`src/rtl/hls_fp32_sub_arb_if.sv`:
```
// ---------------------------------------------------------------------------
// hls_fp32_sub_arb_if
//   Bundles the signals of hls_fp32_sub_arb: the requester channels, the
//   shared fp32 subtract core interface, the tagged result channel and the
//   status flags.
//
//   Ports (modport slave = arbiter side, master = environment side)
//     req_vld / req_a / req_b / req_rdy   per-requester operands + accept
//     core_in_vld / core_a_dat / core_b_dat   issue to the shared core
//     core_o_vld / core_o_dat                 core result
//     o_vld / o_dat / o_tag / o_rdy           tagged result channel
//     busy / err                              status
// ---------------------------------------------------------------------------
interface hls_fp32_sub_arb_if #(
   parameter int NREQ  = 4,
   parameter int TAG_W = 2
);
   logic [NREQ-1:0]    req_vld;
   logic [NREQ*32-1:0] req_a;
   logic [NREQ*32-1:0] req_b;
   logic [NREQ-1:0]    req_rdy;

   logic               core_in_vld;
   logic [31:0]        core_a_dat;
   logic [31:0]        core_b_dat;
   logic               core_o_vld;
   logic [31:0]        core_o_dat;

   logic               o_vld;
   logic [31:0]        o_dat;
   logic [TAG_W-1:0]   o_tag;
   logic               o_rdy;

   logic               busy;
   logic               err;

   modport slave (
      input  req_vld, req_a, req_b, core_o_vld, core_o_dat, o_rdy,
      output req_rdy, core_in_vld, core_a_dat, core_b_dat,
             o_vld, o_dat, o_tag, busy, err
   );

   modport master (
      output req_vld, req_a, req_b, core_o_vld, core_o_dat, o_rdy,
      input  req_rdy, core_in_vld, core_a_dat, core_b_dat,
             o_vld, o_dat, o_tag, busy, err
   );
endinterface

```
`src/rtl/hls_fp32_sub_arb.sv`:
```
// ---------------------------------------------------------------------------
// hls_fp32_sub_arb
//   Shares one fixed-latency fp32 subtract core between NREQ requesters.
//   A round-robin arbiter issues at most one operation per cycle, tagged with
//   the requester index. A tag pipe tracks the core latency, and completed
//   results are buffered in a FIFO and returned on one tagged output channel.
//   Issue is credit-gated (FIFO entries + ops in flight < OUT_DEPTH), so the
//   core never needs to stall and no result is lost.
//
//   Ports
//     nvdla_core_clk    clock
//     nvdla_core_rstn   asynchronous active-low reset
//     bus (slave)       requester channels, core interface, result channel,
//                       busy and sticky err status
// ---------------------------------------------------------------------------
module hls_fp32_sub_arb #(
   parameter int NREQ      = 4,
   parameter int TAG_W     = 2,
   parameter int CORE_LAT  = 3,
   parameter int OUT_DEPTH = 4
) (
   input  logic              nvdla_core_clk,
   input  logic              nvdla_core_rstn,
   hls_fp32_sub_arb_if.slave bus
);

   localparam int PTR_W = (OUT_DEPTH > 1) ? $clog2(OUT_DEPTH) : 1;
   localparam int CNT_W = $clog2(OUT_DEPTH + 1);
   localparam int INF_W = $clog2(CORE_LAT + 1);

   typedef struct packed {
      logic             v;
      logic [TAG_W-1:0] tag;
   } tag_stage_t;

   typedef struct packed {
      logic [TAG_W-1:0] tag;
      logic [31:0]      dat;
   } fifo_entry_t;

   // State
   logic [TAG_W-1:0] rr_ptr_q, rr_ptr_d;
   tag_stage_t       pipe_q [CORE_LAT];
   logic [INF_W-1:0] inflight_q, inflight_d;
   logic [INF_W-1:0] ign_q, ign_d;
   logic [CNT_W-1:0] fifo_cnt_q, fifo_cnt_d;
   logic [PTR_W-1:0] wr_ptr_q, wr_ptr_d;
   logic [PTR_W-1:0] rd_ptr_q, rd_ptr_d;
   fifo_entry_t      mem_q [OUT_DEPTH];
   logic [31:0]      last_a_q, last_b_q;
   logic             err_q, err_d;

   // Combinational
   logic             credit_ok, found, issue;
   logic [TAG_W-1:0] gnt_idx, cand;
   logic [31:0]      gnt_a, gnt_b;
   tag_stage_t       tail;
   logic             fifo_empty, fifo_full;
   logic             push, push_ok, pop, mismatch;

   function automatic logic [PTR_W-1:0] ptr_inc(input logic [PTR_W-1:0] p);
      return (p == PTR_W'(OUT_DEPTH - 1)) ? '0 : p + 1'b1;
   endfunction

   // Credit counts both buffered results and results still inside the core,
   // so every issued op is guaranteed a FIFO slot when it emerges.
   assign credit_ok = (32'(fifo_cnt_q) + 32'(inflight_q)) < 32'(OUT_DEPTH);

   // Round-robin scan starting at rr_ptr_q.
   always_comb begin
      // NOTE: every variable gets a default before the loop so no path leaves
      // it unassigned, which would otherwise infer a latch.
      found   = 1'b0;
      gnt_idx = rr_ptr_q;
      cand    = rr_ptr_q;
      for (int i = 0; i < NREQ; i++) begin
         cand = TAG_W'((int'(rr_ptr_q) + i) % NREQ);
         if (!found && bus.req_vld[cand]) begin
            found   = 1'b1;
            gnt_idx = cand;
         end
      end
   end

   assign issue = credit_ok & found;
   assign gnt_a = bus.req_a[32*int'(gnt_idx) +: 32];
   assign gnt_b = bus.req_b[32*int'(gnt_idx) +: 32];

   assign bus.req_rdy     = issue ? (NREQ'(1) << gnt_idx) : '0;
   assign bus.core_in_vld = issue;
   // Operands hold their last issued value while idle to avoid needless toggling.
   assign bus.core_a_dat  = issue ? gnt_a : last_a_q;
   assign bus.core_b_dat  = issue ? gnt_b : last_b_q;

   // Tail of the tag pipe lines up with the core output of the same op.
   assign tail       = pipe_q[CORE_LAT-1];
   assign fifo_empty = (fifo_cnt_q == '0);
   assign fifo_full  = (fifo_cnt_q == CNT_W'(OUT_DEPTH));
   assign push       = tail.v & bus.core_o_vld;
   assign push_ok    = push & ~fifo_full;
   assign mismatch   = tail.v ^ bus.core_o_vld;
   assign pop        = ~fifo_empty & bus.o_rdy;

   always_comb begin
      rr_ptr_d = rr_ptr_q;
      if (issue) begin
         rr_ptr_d = (gnt_idx == TAG_W'(NREQ - 1)) ? '0 : gnt_idx + 1'b1;
      end
      inflight_d = inflight_q + INF_W'(issue) - INF_W'(tail.v);
      // Results from ops issued before a reset may still leave the core during
      // the first CORE_LAT cycles; those strobes must not raise err.
      ign_d      = (ign_q != '0) ? ign_q - 1'b1 : ign_q;
      fifo_cnt_d = fifo_cnt_q + CNT_W'(push_ok) - CNT_W'(pop);
      wr_ptr_d   = push_ok ? ptr_inc(wr_ptr_q) : wr_ptr_q;
      rd_ptr_d   = pop ? ptr_inc(rd_ptr_q) : rd_ptr_q;
      err_d      = err_q | (mismatch & (ign_q == '0)) | (push & fifo_full);
   end

   // NOTE: sequential state uses non-blocking assignments so every register
   // samples the pre-edge values regardless of statement order.
   always_ff @(posedge nvdla_core_clk or negedge nvdla_core_rstn) begin
      if (!nvdla_core_rstn) begin
         rr_ptr_q   <= '0;
         inflight_q <= '0;
         ign_q      <= INF_W'(CORE_LAT);
         fifo_cnt_q <= '0;
         wr_ptr_q   <= '0;
         rd_ptr_q   <= '0;
         last_a_q   <= '0;
         last_b_q   <= '0;
         err_q      <= 1'b0;
         for (int i = 0; i < CORE_LAT; i++) begin
            pipe_q[i] <= '0;
         end
      end else begin
         rr_ptr_q   <= rr_ptr_d;
         inflight_q <= inflight_d;
         ign_q      <= ign_d;
         fifo_cnt_q <= fifo_cnt_d;
         wr_ptr_q   <= wr_ptr_d;
         rd_ptr_q   <= rd_ptr_d;
         err_q      <= err_d;
         pipe_q[0]  <= '{v: issue, tag: gnt_idx};
         for (int i = 1; i < CORE_LAT; i++) begin
            pipe_q[i] <= pipe_q[i-1];
         end
         if (issue) begin
            last_a_q <= gnt_a;
            last_b_q <= gnt_b;
         end
      end
   end

   // NOTE: the FIFO storage is deliberately not reset; validity is carried by
   // the reset pointers and count, and leaving it out keeps it plain RAM.
   always_ff @(posedge nvdla_core_clk) begin
      if (push_ok) begin
         mem_q[wr_ptr_q] <= '{tag: tail.tag, dat: bus.core_o_dat};
      end
   end

   assign bus.o_vld = ~fifo_empty;
   assign bus.o_dat = mem_q[rd_ptr_q].dat;
   assign bus.o_tag = mem_q[rd_ptr_q].tag;
   assign bus.busy  = (inflight_q != '0) | ~fifo_empty;
   assign bus.err   = err_q;

   // The credit check makes a push into a full FIFO impossible.
   a_no_push_when_full : assert property (
      @(posedge nvdla_core_clk) disable iff (!nvdla_core_rstn) !(push && fifo_full)
   );

endmodule
```
`src/flat_wrapper.sv`:
```
// flat-port wrapper written by rule: the top's interface ports become plain ports
module hls_fp32_sub_arb_flat 
#(
   parameter int NREQ      = 4,
   parameter int TAG_W     = 2,
   parameter int CORE_LAT  = 3,
   parameter int OUT_DEPTH = 4
)
  (nvdla_core_clk, nvdla_core_rstn, bus_req_vld, bus_req_a, bus_req_b, bus_core_o_vld, bus_core_o_dat, bus_o_rdy, bus_req_rdy, bus_core_in_vld, bus_core_a_dat, bus_core_b_dat, bus_o_vld, bus_o_dat, bus_o_tag, bus_busy, bus_err);
  hls_fp32_sub_arb_if #(.NREQ(NREQ), .TAG_W(TAG_W)) bus_i ();
  input  logic nvdla_core_clk;
  input  logic nvdla_core_rstn;
  input wire logic [$bits(bus_i.req_vld)-1:0] bus_req_vld;
  input wire logic [$bits(bus_i.req_a)-1:0] bus_req_a;
  input wire logic [$bits(bus_i.req_b)-1:0] bus_req_b;
  input wire logic [$bits(bus_i.core_o_vld)-1:0] bus_core_o_vld;
  input wire logic [$bits(bus_i.core_o_dat)-1:0] bus_core_o_dat;
  input wire logic [$bits(bus_i.o_rdy)-1:0] bus_o_rdy;
  output wire logic [$bits(bus_i.req_rdy)-1:0] bus_req_rdy;
  output wire logic [$bits(bus_i.core_in_vld)-1:0] bus_core_in_vld;
  output wire logic [$bits(bus_i.core_a_dat)-1:0] bus_core_a_dat;
  output wire logic [$bits(bus_i.core_b_dat)-1:0] bus_core_b_dat;
  output wire logic [$bits(bus_i.o_vld)-1:0] bus_o_vld;
  output wire logic [$bits(bus_i.o_dat)-1:0] bus_o_dat;
  output wire logic [$bits(bus_i.o_tag)-1:0] bus_o_tag;
  output wire logic [$bits(bus_i.busy)-1:0] bus_busy;
  output wire logic [$bits(bus_i.err)-1:0] bus_err;
  assign bus_i.req_vld = bus_req_vld;
  assign bus_i.req_a = bus_req_a;
  assign bus_i.req_b = bus_req_b;
  assign bus_i.core_o_vld = bus_core_o_vld;
  assign bus_i.core_o_dat = bus_core_o_dat;
  assign bus_i.o_rdy = bus_o_rdy;
  assign bus_req_rdy = bus_i.req_rdy;
  assign bus_core_in_vld = bus_i.core_in_vld;
  assign bus_core_a_dat = bus_i.core_a_dat;
  assign bus_core_b_dat = bus_i.core_b_dat;
  assign bus_o_vld = bus_i.o_vld;
  assign bus_o_dat = bus_i.o_dat;
  assign bus_o_tag = bus_i.o_tag;
  assign bus_busy = bus_i.busy;
  assign bus_err = bus_i.err;
  hls_fp32_sub_arb #(.NREQ(NREQ), .TAG_W(TAG_W), .CORE_LAT(CORE_LAT), .OUT_DEPTH(OUT_DEPTH)) u_core (.nvdla_core_clk(nvdla_core_clk), .nvdla_core_rstn(nvdla_core_rstn), .bus(bus_i));
endmodule
```
`config.mk`:
```
export PLATFORM = sky130hd
export DESIGN_NAME = hls_fp32_sub_arb_flat
export DESIGN_NICKNAME = d
export VERILOG_FILES = /design/src/rtl/hls_fp32_sub_arb_if.sv /design/src/rtl/hls_fp32_sub_arb.sv /design/src/flat_wrapper.sv
export SDC_FILE = /design/constraint.sdc
export NUM_CORES = 1
export LEC_CHECK = 0
export ABC_AREA = 1
export CORE_ASPECT_RATIO = 0.9
export CORE_MARGIN = 1.5
export CORE_UTILIZATION = 42
export DETAILED_ROUTE_END_ITERATION = 8
export PLACE_DENSITY = 0.85
export SLEW_MARGIN = 20
export SYNTH_ARGS = -nofsm -noshare
export SYNTH_HDL_FRONTEND = slang
export SYNTH_SLANG_ARGS = --single-unit
```
`constraint.sdc`:
```
create_clock -name nvdla_core_clk -period 2.3 [get_ports nvdla_core_clk]
set_input_delay 0.345 -clock nvdla_core_clk [delete_from_list [all_inputs] [get_ports nvdla_core_clk]]
set_output_delay 0.345 -clock nvdla_core_clk [all_outputs]
set_load 0.05 [all_outputs]
```
Yosys cells after proc, flatten, opt, wreduce, memory -nomap -nowiden
Memory sizes are Yosys's and may differ from the RTL's.
Cells that the tools add are included.
{ "totals": {"regBits": 87, "ramBits": 136, "out_inout_bits": 106, "elab_cells": 85, "memories": 1} }
{ "mem_list": {"columns": ["name", "words", "word_bits", "read_ports", "rd_clocked_by_memory_dff", "write_ports", "line", "source"], "rows": [
  ["u_core.mem_q", 4, 34, 1, 0, 1, "hls_fp32_sub_arb.sv:49", "fifo_entry_t mem_q [OUT_DEPTH];"]
]} }
{ "classes": {"n_addsub": 12, "n_lt_le_gt_ge": 5, "eq_ne": 4, "shift": 3, "n_mux": 23, "bitwise_logic": 12, "n_reduce_logical": 10} }
{ "op_table": {"columns": ["cell", "count"], "rows": [
  ["indexed part select 128 x 8 -> 32 bit", 2],
  ["two-way mux 32 bit", 2],
  ["< comparator 32 x 3 -> 1 bit, second input constant", 1],
  ["< comparator 2 x 3 -> 1 bit, second input constant", 4],
  ["two-way mux 2 bit", 6],
  ["two-way mux 1 bit", 10],
  ["adder 2 x 1 -> 2 bit, second input constant", 4],
  ["binary-select mux 1 bit (select 2 bit)", 4],
  ["bitwise AND 1 bit", 6],
  ["== test 2 bit, second input constant", 3],
  ["adder 2 bit, second input constant", 2],
  ["adder 3 x 2 -> 4 bit", 1],
  ["two-way mux 4 bit", 1],
  ["nonzero test 2 bit", 2],
  ["left shift 1 x 2 -> 4 bit, first input constant", 1],
  ["adder 3 x 1 -> 3 bit", 1],
  ["== test 3 bit, second input constant", 1],
  ["logical AND 1 bit", 3],
  ["zero test 1 bit", 3],
  ["zero test 3 bit", 1],
  ["bitwise OR 1 bit", 3],
  ["subtractor 3 x 1 -> 3 bit", 1],
  ["adder 2 x 1 -> 2 bit", 1],
  ["zero test 2 bit", 1],
  ["4 further kinds", 5]
]} }

Depth between registers and ports, before layout
Gate-level depths: netlist of run 1.
{ "depth": {"ltp_word": 15, "ltp_mapped": 19} }

Worst setup path before layout of run 1
Ideal clock, no wire load.
{ "synth_timing": {"path_type": "register -> output", "start": "register u_core.fifo_cnt_q[1]", "end": "output port bus_core_a_dat[22]", "t_arrival_ns": 2.396, "required_ns": 1.955, "path_slack_ns": -0.441, "stages_incl_launch_ff": 9, "path_cell_list": "dfrtp_1 > ha_1 > a311o_1 > inv_1 > nand2_1 > inv_2 > clkbuf_1 > nand2_1 > nand2_1"} }
{ "synth_between": {"elab_chain_len": 4} }
{ "synth_lines": {"columns": ["element", "line", "source"], "rows": [
  ["from (decl)", "hls_fp32_sub_arb.sv:46", "logic [CNT_W-1:0] fifo_cnt_q, fifo_cnt_d;"],
  ["from (signal assigned)", "hls_fp32_sub_arb.sv:139", "fifo_cnt_q <= fifo_cnt_d;"],
  ["adder 3 x 2 -> 4 bit", "hls_fp32_sub_arb.sv:67", "assign credit_ok = (32'(fifo_cnt_q) + 32'(inflight_q)) < 32'(OUT_DEPTH);"],
  ["< comparator 32 x 3 -> 1 bit", "hls_fp32_sub_arb.sv:67", null],
  ["bitwise AND 1 bit", "hls_fp32_sub_arb.sv:85", "assign issue = credit_ok & found;"],
  ["net bus_core_in_vld", "flat_wrapper.sv:20", "output wire logic [$bits(bus_i.core_in_vld)-1:0] bus_core_in_vld;"],
  ["two-way mux 32 bit", "hls_fp32_sub_arb.sv:92", "assign bus.core_a_dat = issue ? gnt_a : last_a_q;"],
  ["to (decl)", "flat_wrapper.sv:21", "output wire logic [$bits(bus_i.core_a_dat)-1:0] bus_core_a_dat;"]
]} }
The timed path passes the listed nets, and every way through them passes these cells.

Final worst setup path of run 1
{ "layout_timing": {"start": "register u_core.rr_ptr_q[0]", "end": "output port bus_core_b_dat[25]"} }
{ "layout_between": {"elab_chain_len": 14} }
{ "layout_lines": {"columns": ["element", "line", "source"], "rows": [
  ["from (decl)", "hls_fp32_sub_arb.sv:42", "logic [TAG_W-1:0] rr_ptr_q, rr_ptr_d;"],
  ["from (signal assigned)", "hls_fp32_sub_arb.sv:136", "rr_ptr_q <= rr_ptr_d;"],
  ["parallel branches: the longest is 13 deep, another holds adder 2 x 1 -> 2 bit", null, null],
  ["two-way mux 32 bit *", "hls_fp32_sub_arb.sv:93", "assign bus.core_b_dat = issue ? gnt_b : last_b_q;"],
  ["to (decl)", "flat_wrapper.sv:22", "output wire logic [$bits(bus_i.core_b_dat)-1:0] bus_core_b_dat;"]
]} }
Mark *: on every way between the ends. The select of a mux whose other input is x is not followed.

==> impl_results.md, run 1 <==
- Critical Path Source: u_core.rr_ptr_q[0]
- Post-route minimum period: 3165 ps
- Worst clock skew: 10.55 ps
- Hold WC Path Type: in2async
- TNS Setup: -54800 ps
- CTS tree: yes
- Synth top area cells: edfxtp_1 35%, nand2_1 23%, dfrtp_1 18%, nand3_1 6.1%, o21ai_0 3.3%
- DIE WIDTH: between 150 and 200 microns
- Post-synth top area share: 0.3542
- Clock tree sinks: 223
- Die area: 0.02845 sq mm
- First-pass GRT wire length: 64270 microns
- CTS buffer count: 25
- Relative max-transition margin: 0.6748
- Number of nets in the layout: approximately 2200
- Port buffer count: 401
- Slew Viols, Final: 0
- Met2 wire len: ~22000 microns
- M1 WL: between 15000 and 20000 microns
- Dpl cell area: 0.01754 sq mm
- Number of routed nets with antenna violations: 0
- Worst r2r src: u_core.rr_ptr_q[0]
- Mapped Cells: 1411
- DRC errors left: 0
- Pin count of the biggest net entering global routing: 47
- Vias per Instance: 5.272
- DRT Pass-1 Iters: 6
- Layout cells sized above 1: 0.2256
- Post-DP HPWL: 29260 microns
- WL met3: ~3700 microns
- CP Capture Type: primary output
- DR top layer: met4
- Critical path arrival: ~2800 ps
- Initial Utilization: 0.4276
- Die Y: between 150 and 200 microns
- Initial DRC Count: 850
- Initial antenna violation count: 6
- Yosys cell types: 31
- Core area: 0.02696 sq mm
- Area grow syn2layout: 68.94%
- Worst path required time: about 2000 ps
- Worst setup SP type: flip-flop
- Status: complete, but fails checks
- Seq/Total Area, Yosys: 0.5433
- Crit Path Class: reg2out
- Synth area leader: edfxtp_1
- Synthesized area: 0.01153 sq mm
- Drt total wl: 43830 microns
- Worst skew pair latency: 530 ps
- RSZ-0062 raised after global routing: true
- YS warnings: 0
- # setup viols final: 76
- Crit path to: bus_core_b_dat[25]
- Total GRT Usage: 0.2938
- CTS H-tree depth: 1
- Vias in the first global route: between 10000 and 15000
- Max-capacitance violation count: 0
- Period utilisation layout: 1.376
- Register bit total from synthesis: around 220
- Total grt overflow: 0
- Longest Clk Path Bufs: 3
- Violated checks: negative setup slack
- Row count: 57
- Reg2reg setup slack: -70 ps
- Crit-path max FO: 40
- Mean Syn Cell Area: slightly above 8 sq um
- Routability-driven placement congestion ratio: 0.9075
- Reg2reg end: u_core.inflight_q[1]
- Worst-case reg-to-reg path depth: 14
- Endpoints failing hold: 0
- WL/cell: approximately 20 microns
- Fmax: 0.3159 GHz
- Layout fillers: 1825
- Final setup margin: -865.3 ps
- Fin area: 0.01948 sq mm
- Root buffer cell: clkbuf_16
- Vias: 11710
- Worst slew pin tran: 486.3 ps
- Syn Nets: 1723
- Worst-path clk slew: 60 ps
- I/O Pins: 402
placed cells by master, fill, tap and decap left out, types with 4 or more instances in the layout:
| master | instances |
|---|---|
| nand2_1 | 598 |
| clkdlybuf4s50_1 | 295 |
| buf_12 | 136 |
| edfxtp_1 | 136 |
| nand3_1 | 125 |
| nand2_2 | 90 |
| dfrtp_1 | 82 |
| nor2_1 | 71 |
| o21ai_0 | 63 |
| buf_4 | 41 |
| clkbuf_16 | 29 |
| o22ai_2 | 24 |
| inv_1 | 22 |
| nand2_4 | 16 |
| nand3_2 | 15 |
| ha_1 | 14 |
| o21ai_1 | 12 |
| o22ai_1 | 10 |
| nor2_4 | 9 |
| buf_6 | 8 |
| diode_2 | 5 |
| inv_2 | 5 |
| clkinv_2 | 5 |
| bufinv_16 | 5 |
| buf_16 | 5 |
| buf_8 | 5 |
| xnor2_1 | 4 |
| clkbuf_8 | 4 |
cell usage after synthesis:
library cell / count
a21oi_1: 1
a311o_1: 1
buf_1: 2
buf_12: 1
buf_2: 43
buf_4: 6
buf_6: 13
clkbuf_1: 28
dfrtp_1: 85
dfstp_2: 2
edfxtp_1: 136
fa_1: 1
ha_1: 15
inv_1: 28
inv_2: 3
inv_4: 1
nand2_1: 695
nand2_2: 8
nand2_4: 2
nand3_1: 140
nand3_2: 1
nand4_1: 1
nand4_2: 1
nand4_4: 1
nor2_1: 79
nor2_2: 1
nor3_1: 1
o21ai_0: 75
o22ai_1: 34
xnor2_1: 5
xor2_1: 1
through the flow:
step | util | std cells | worst slack (ps) | hold WS [ps]
floorplan | - | 1411 | -223.4 | 49.41
global placement | 0.6507 | 2139 | -562.9 | 259.2
detailed placement | 0.6507 | 2139 | -586.0 | 253.5
CTS | 0.7053 | 2201 | -820.5 | 238.5
global route | 0.7224 | 2220 | -1000 | 262.6
finish | 0.7225 | 2221 | -865.3 | 262.3
layer usage:
metal	vias up	GRT usage
li1	5480	-
met1	5497	0.3596
met2	612	0.5025
met3	121	0.06190
met4	0	0.1196
met5	-	0
cells by family (layout without fill, tap and decap cells):
family / Yosys count / after routing / synth area share
AOI/OAI and AO/OA: 111 / 111 / 0.05231
xor gates and xnor gates: 6 / 6 / 0.004558
adders and majority gates: 16 / 16 / 0.01802
buffers and inverters: 125 / 575 / 0.05741
DFF: 223 / 223 / 0.5433
other: 0 / 5 / 0
and+or+nand+nor: 930 / 931 / 0.3244
critical path: stages, from the launching register on:
cell and delay (ps):
dfrtp_2 440, buf_8 160, nand2_2 90, nand2_4 70, nand2_4 70, nand2_4 80, nor2_4 150, nand4_4 180
buf_8 210, buf_12 170, nand3_1 110, nand2_1 50, nand2_1 60, nand2_1 70, nand2_1 100, nand2_2 90
buf_12 160
worst min-delay path by stage:
stage / slack (ps) / cells after the start / to
after floorplan: 50 / 0 / u_core.bus.err
after global placement: 260 / 1 / u_core.last_b_q[10]
after detailed placement: 250 / 1 / u_core.last_b_q[15]
after CTS: 240 / 2 / u_core.last_b_q[25]
after global routing: 260 / 2 / u_core.last_b_q[25]
final: 260 / 2 / u_core.last_b_q[25]
final cells by class:
cell class                      instances  area (sq um)  share of cell area
Antenna cell                            5         12.51           0.0006424
Clock buffer                           31         688.2             0.03533
Clock inverter                         15         227.7             0.01169
Inverter                               32         136.4            0.007002
Multi-Input combinational cell       1064          5288              0.2715
Sequential cell                       223          6267              0.3218
Tap cell                              354         442.9             0.02274
Timing Repair Buffer                  497          6414              0.3293
registers in the layout, summed over array words and instances (netlist names):
signal,cells
u_core.mem_q,136
u_core.last_a_q,32
u_core.last_b_q,32
u_core.pipe_q,9
u_core.fifo_cnt_q,3
u_core.ign_q,2
u_core.inflight_q,2
u_core.rd_ptr_q,2
u_core.rr_ptr_q,2
u_core.wr_ptr_q,2
u_core.bus.err,1
what timing repair did:
item                                    4_1_cts  5_1_grt
pin swaps                                    11       24
gates cloned                                  8        5
resized for setup                            60       85
endpoints found under the setup margin      104      155
setup buffers                                 7       13
endpoints found under the hold margin        14        0
hold buffers                                  1        0
Power of run 1 is not shown: default switching activity piles up to over one toggle a cycle in this logic, so the estimate is an artifact.
==> run 2: changes to the inputs <==
--- a/config.mk
+++ b/config.mk
@@ -6,9 +6,11 @@
 export NUM_CORES = 1
 export LEC_CHECK = 0
 export ABC_AREA = 1
+export CAP_MARGIN = 20
 export CORE_ASPECT_RATIO = 0.9
 export CORE_MARGIN = 1.5
 export CORE_UTILIZATION = 42
+export CTS_CLUSTER_SIZE = 20
 export DETAILED_ROUTE_END_ITERATION = 8
 export PLACE_DENSITY = 0.85
 export SLEW_MARGIN = 20
==> results of run 2 <==
Final layout, timing and power as in run 1 (identical DEF).
Power of run 2 is left out for the same reason.
